==> src/rtl/eva_intr_ctrl_if.sv <==
// Event delivery handshake between eva_intr_ctrl (master) and its consumer (slave).
interface eva_intr_ctrl_if #(
  parameter int unsigned INTR_NUM = 32
);
  logic                evt_valid;
  logic                evt_ready;
  logic [INTR_NUM-1:0] evt_vec;

  modport master (
    output evt_valid,
    output evt_vec,
    input  evt_ready
  );

  modport slave (
    input  evt_valid,
    input  evt_vec,
    output evt_ready
  );
endinterface

==> src/rtl/eva_intr_ctrl.sv <==
// Interrupt collector: per-channel edge/level capture into a pending register, delivered as
// snapshots over a valid/ready handshake. Overflow flags are built only with EVA_INTR_OVF_EN.
module eva_intr_ctrl #(
  parameter int unsigned INTR_NUM = 32
) (
  input  logic                clk,
  input  logic                rst_n,
  input  logic [INTR_NUM-1:0] interrupt,
  input  logic [INTR_NUM-1:0] intr_mask,
  input  logic [INTR_NUM-1:0] intr_level,
  output logic [INTR_NUM-1:0] pend,
  output logic [INTR_NUM-1:0] ovf,
  eva_intr_ctrl_if.master     evt_if
);

  typedef enum logic {StIdle, StPresent} state_e;

  state_e              state_q;
  logic                evt_valid_q;
  logic [INTR_NUM-1:0] evt_vec_q;
  logic [INTR_NUM-1:0] intr_q;
  logic                armed_q;
  logic [INTR_NUM-1:0] pend_q, pend_d;
  logic [INTR_NUM-1:0] rise, set, clr;

  // No edge may be seen on the first edge after reset: lines already high are not rises.
  assign rise = interrupt & ~intr_q & {INTR_NUM{armed_q}};
  assign set  = ((intr_level & interrupt) | (~intr_level & rise)) & ~intr_mask;
  assign clr  = (evt_valid_q && evt_if.evt_ready) ? evt_vec_q : '0;

  always_comb begin
    pend_d = (pend_q & ~clr) | set;
  end

  always_ff @(posedge clk or negedge rst_n) begin
    if (!rst_n) begin
      intr_q  <= '0;
      armed_q <= 1'b0;
      pend_q  <= '0;
    end else begin
      intr_q  <= interrupt;
      armed_q <= 1'b1;
      pend_q  <= pend_d;
    end
  end

  always_ff @(posedge clk or negedge rst_n) begin
    if (!rst_n) begin
      state_q     <= StIdle;
      evt_valid_q <= 1'b0;
      evt_vec_q   <= '0;
    end else begin
      case (state_q)
        StIdle: begin
          if (|pend_q) begin
            evt_vec_q   <= pend_q;
            evt_valid_q <= 1'b1;
            state_q     <= StPresent;
          end
        end
        StPresent: begin
          if (evt_if.evt_ready) begin
            evt_vec_q   <= '0;
            evt_valid_q <= 1'b0;
            state_q     <= StIdle;
          end
        end
      endcase
    end
  end

`ifdef EVA_INTR_OVF_EN
  logic [INTR_NUM-1:0] ovf_q, ovf_d;

  // A new set on a still-pending, not-being-delivered bit means an event was lost.
  always_comb begin
    ovf_d = (ovf_q & ~(clr & ~set)) | (set & pend_q & ~clr);
  end

  always_ff @(posedge clk or negedge rst_n) begin
    if (!rst_n) begin
      ovf_q <= '0;
    end else begin
      ovf_q <= ovf_d;
    end
  end

  assign ovf = ovf_q;
`else
  assign ovf = '0;
`endif

  assign pend             = pend_q;
  assign evt_if.evt_valid = evt_valid_q;
  assign evt_if.evt_vec   = evt_vec_q;

endmodule

==> src/flat_wrapper.sv <==
// flat-port wrapper written by rule: the top's interface ports become plain ports
module eva_intr_ctrl_flat 
#(
  parameter int unsigned INTR_NUM = 32
)
  (clk, rst_n, interrupt, intr_mask, intr_level, pend, ovf, evt_if_evt_valid, evt_if_evt_vec, evt_if_evt_ready);
  eva_intr_ctrl_if #(.INTR_NUM(INTR_NUM)) evt_if_i ();
  input  logic clk;
  input  logic rst_n;
  input  logic [INTR_NUM-1:0] interrupt;
  input  logic [INTR_NUM-1:0] intr_mask;
  input  logic [INTR_NUM-1:0] intr_level;
  output logic [INTR_NUM-1:0] pend;
  output logic [INTR_NUM-1:0] ovf;
  output wire logic [$bits(evt_if_i.evt_valid)-1:0] evt_if_evt_valid;
  output wire logic [$bits(evt_if_i.evt_vec)-1:0] evt_if_evt_vec;
  input wire logic [$bits(evt_if_i.evt_ready)-1:0] evt_if_evt_ready;
  assign evt_if_evt_valid = evt_if_i.evt_valid;
  assign evt_if_evt_vec = evt_if_i.evt_vec;
  assign evt_if_i.evt_ready = evt_if_evt_ready;
  eva_intr_ctrl #(.INTR_NUM(INTR_NUM)) u_core (.clk(clk), .rst_n(rst_n), .interrupt(interrupt), .intr_mask(intr_mask), .intr_level(intr_level), .pend(pend), .ovf(ovf), .evt_if(evt_if_i));
endmodule
==> config.mk <==
export PLATFORM = sky130hd
export DESIGN_NAME = eva_intr_ctrl_flat
export DESIGN_NICKNAME = d
export VERILOG_FILES = /design/src/rtl/eva_intr_ctrl_if.sv /design/src/rtl/eva_intr_ctrl.sv /design/src/flat_wrapper.sv
export SDC_FILE = /design/constraint.sdc
export NUM_CORES = 1
export LEC_CHECK = 0
export ABC_CLOCK_PERIOD_IN_PS = 3200
export CORE_MARGIN = 2
export CORE_UTILIZATION = 60
export CTS_CLUSTER_DIAMETER = 60
export CTS_CLUSTER_SIZE = 28
export DETAILED_ROUTE_END_ITERATION = 7
export DONT_BUFFER_PORTS = 1
export GPL_TIMING_DRIVEN = 0
export HOLD_SLACK_MARGIN = 0.03
export PLACE_DENSITY = 0.75
export SLEW_MARGIN = 40
export SYNTH_ARGS = -nofsm -noshare
export SYNTH_HDL_FRONTEND = slang
export SYNTH_SLANG_ARGS = --single-unit
==> constraint.sdc <==
create_clock -name clk -period 3.2 [get_ports clk]
set_input_delay 0.16 -clock clk [delete_from_list [all_inputs] [get_ports clk]]
set_output_delay 0.16 -clock clk [all_outputs]
set_load 0.005 [all_outputs]
==> flow_summary.toml <==
[floorplan]
die_area_um2 = 7730
die_x_um = 87.9
die_h_um = 87.9
coreArea_um2 = 6790
num_rows = 30
pin_count = 196
initial_utilization_pct = 62.2

[final_layout]
nets = 663
fillers = 396
syn_to_final_growth_pct = 33.8
fin_area_um2 = 5650
final_util_pct = 83.2
drive_gt1_share_pct = 9.51
n_antenna_cell = 0

[power_and_ir_drop]
ir_worst_vdd_v = 0.000367
p_leak_nw = 2.65
p_per_area_nw_per_um2 = 541

[sta]
finalHoldViolations = 0
whs_ns = 0.0505
rsz0062_at_grt = "false"
fin_skew_ns = 0.0105
slew-limit-headroom_pct = 60.2
finalMaxSlewViolations = 0
period_minus_slack_ns = 2.33
period_share_pct = 72.9
fmax_mhz = 429
report.final.setup_viol = 0
tightestPinTransition_ns = 0.597
setup_tns_ns = 0

[clock_tree]
cts_setup_buffers = 0
cts_resized = 0
root_buffer = "clkbuf_8"
cts.htree.levels = 3
clk_path_buf_depth = 2
path_clk_slew_ns = 0.09
clk_latency_ns = 0.35
cts_tree = "yes"
cts_made_buffers = 9
cts.sinks = 99

[global_route]
antenna_found_initial = 0
grt-ovfl-total = 0
grt_pass1_wl_um = 17600
grt.total_usage_pct = 30.6
grt_max_degree = 100
grt_pass1_vias = 3540

[synthesis]
synth_cells = 425
synth-seq-cells = 99
synth-simple-area-share_pct = 13.0
synth_most_common_cell = "dfrtp_1"
synth-main-ff-cell = "dfrtp_1"
synth_xor_area_share_pct = 0
ys_seq_area_share_pct = 58.6
synth_area_leader_cell = "dfrtp_1"
synthesis.area_um2 = 4230
synth-edff-count = 0
synth.top_cell.area_share_pct = 58.6
synth_fa_ha_area_share_pct = 0
async_flop_share_pct = 100
synth-compound-area-share_pct = 15.1
ys_top_cells_by_count = "99 x dfrtp_1, 66 x nand2_1, 64 x inv_1"
synthMuxAreaShare_pct = 0
synth_cell_types = 20
ys_warn_count = 0
avgSynthCellArea_um2 = 9.94
synth_top_family_by_area = "compound AO/OA/AOI/OAI gates"
synth_area_leaders = "dfrtp_1 59%, o2bb2ai_1 6.2%, nand2_1 5.9%"

[placed_design]
port_buffers = 0
gp_congestion = 0.810
dp_hpwl_um = 6700
post_dp_cell_area_um2 = 4460

[routing]
viasPerCell = 5.10
wl_um = 11300
route.vias.total = 3386
drt-wirelength-per-cell_um = 17.0
drc = 0
first_iter_violations = 217
detail-route-antenna-nets = 0
firstDrtPassIters = 4

[hold_path]
min_path_type = "in -> reg"

[setup_path]
cp-start-kind = "flop"
criticalPathCategory = "reg -> reg"
endpoint_kind = "flop"
cp_data_required_time_ns = 3.43
crit_fanout = 10
worstPathArrival_ns = 2.57

[outcome]
outcome = "completed"

[run]
maxCapViolCount = 0
-- final timing paths --
kind                       depth (start not counted)                           to  slack [ns]                                start
max                                                7    u_core.pend[19]$_DFF_PN0_        0.87  u_core.evt_if.evt_valid$_DFFE_PN0P_
min                                                2     u_core.pend[0]$_DFF_PN0_        0.05                         intr_mask[0]
max reg2reg                                        7    u_core.pend[19]$_DFF_PN0_        0.87  u_core.evt_if.evt_valid$_DFFE_PN0P_
min reg2reg                                        1     u_core.state_q$_DFF_PN0_        0.56             u_core.state_q$_DFF_PN0_
max in group asynchronous                          2     u_core.pend[4]$_DFF_PN0_        2.44                                rst_n
min in group asynchronous                          2  u_core.intr_q[18]$_DFF_PN0_        0.33                                rst_n
-- cell usage in the layout, fill, tap and decap left out, types with 3 or more instances in the layout --
cell type      count
buf_4             32
inv_1             64
nand2_1           66
dfrtp_1           99
dlygate4sd3_1     96
a21oi_1           33
nand2b_1          32
buf_6              3
clkbuf_8          11
o2bb2ai_1         30
nor4_1             8
clkbuf_1          10
o21ai_0           34
conb_1            33
-- critical path, stage by stage, from the launching register on --
cell and delay (ns):
dfrtp_1 0.44, and2_1 0.15, clkbuf_1 0.22, clkbuf_1 0.48, nand2_1 0.13, nand2_1 0.09, o21ai_0 0.11, dlygate4sd3_1 0.60
-- registers in the layout (all words and copies together) (netlist names) --
name,count
u_core.evt_if.evt_vec,32
u_core.intr_q,32
u_core.pend,32
u_core.armed_q,1
u_core.evt_if.evt_valid,1
u_core.state_q,1
-- stage by stage --
step	setup WS, ns	total power, mW	instances
2_1_floorplan	1.74	1.88	456
3_3_place_gp	1.40	1.99	552
3_5_place_dp	1.38	2.01	552
4_1_cts	0.926	3.04	664
5_1_grt	0.712	3.23	664
6_report	0.867	3.06	664
-- metal layers --
layer  vias to the layer above  share of wire [%]  global-route usage, %
met3                        22                9.2                   9.52
li1                       1588                  -                      -
met4                         0                1.7                   12.4
met1                      1600                 37                   36.2
met5                         -                  0                      0
met2                       176                 52                   52.2
-- area by class of cell --
| type | instances | area, um^2 | share of cell area, % |
|---|---|---|---|
| Tap cell | 96 | 120 | 2.13 |
| Clock buffer | 11 | 151 | 2.68 |
| Sequential cell | 99 | 2480 | 43.8 |
| Multi-Input combinational cell | 248 | 1310 | 23.2 |
| Inverter | 64 | 240 | 4.25 |
| Buffer | 45 | 312 | 5.51 |
| Clock inverter | 4 | 50.0 | 0.886 |
| Timing Repair Buffer | 97 | 988 | 17.5 |
-- where the power goes --
| group | total [mW] | switching (mW) | internal, mW |
|---|---|---|---|
| clock network | 0.805 | 0.407 | 0.399 |
| registers | 1.69 | 0.247 | 1.44 |
| logic | 0.563 | 0.245 | 0.318 |
-- what timing repair did --
item | CTS | global route
hold buffers | 97 | 0
endpoints found under the setup margin | 0 | 0
hold endpoints to repair | 166 | 0
-- logic make-up (layout without fill, tap and decap cells) --
family | Yosys count | count (layout)
other cells | 2 | 33
simple gates | 114 | 114
flops | 99 | 99
compound gates | 101 | 101
buf+inv | 109 | 221
Power figures use the tool's default switching activity.
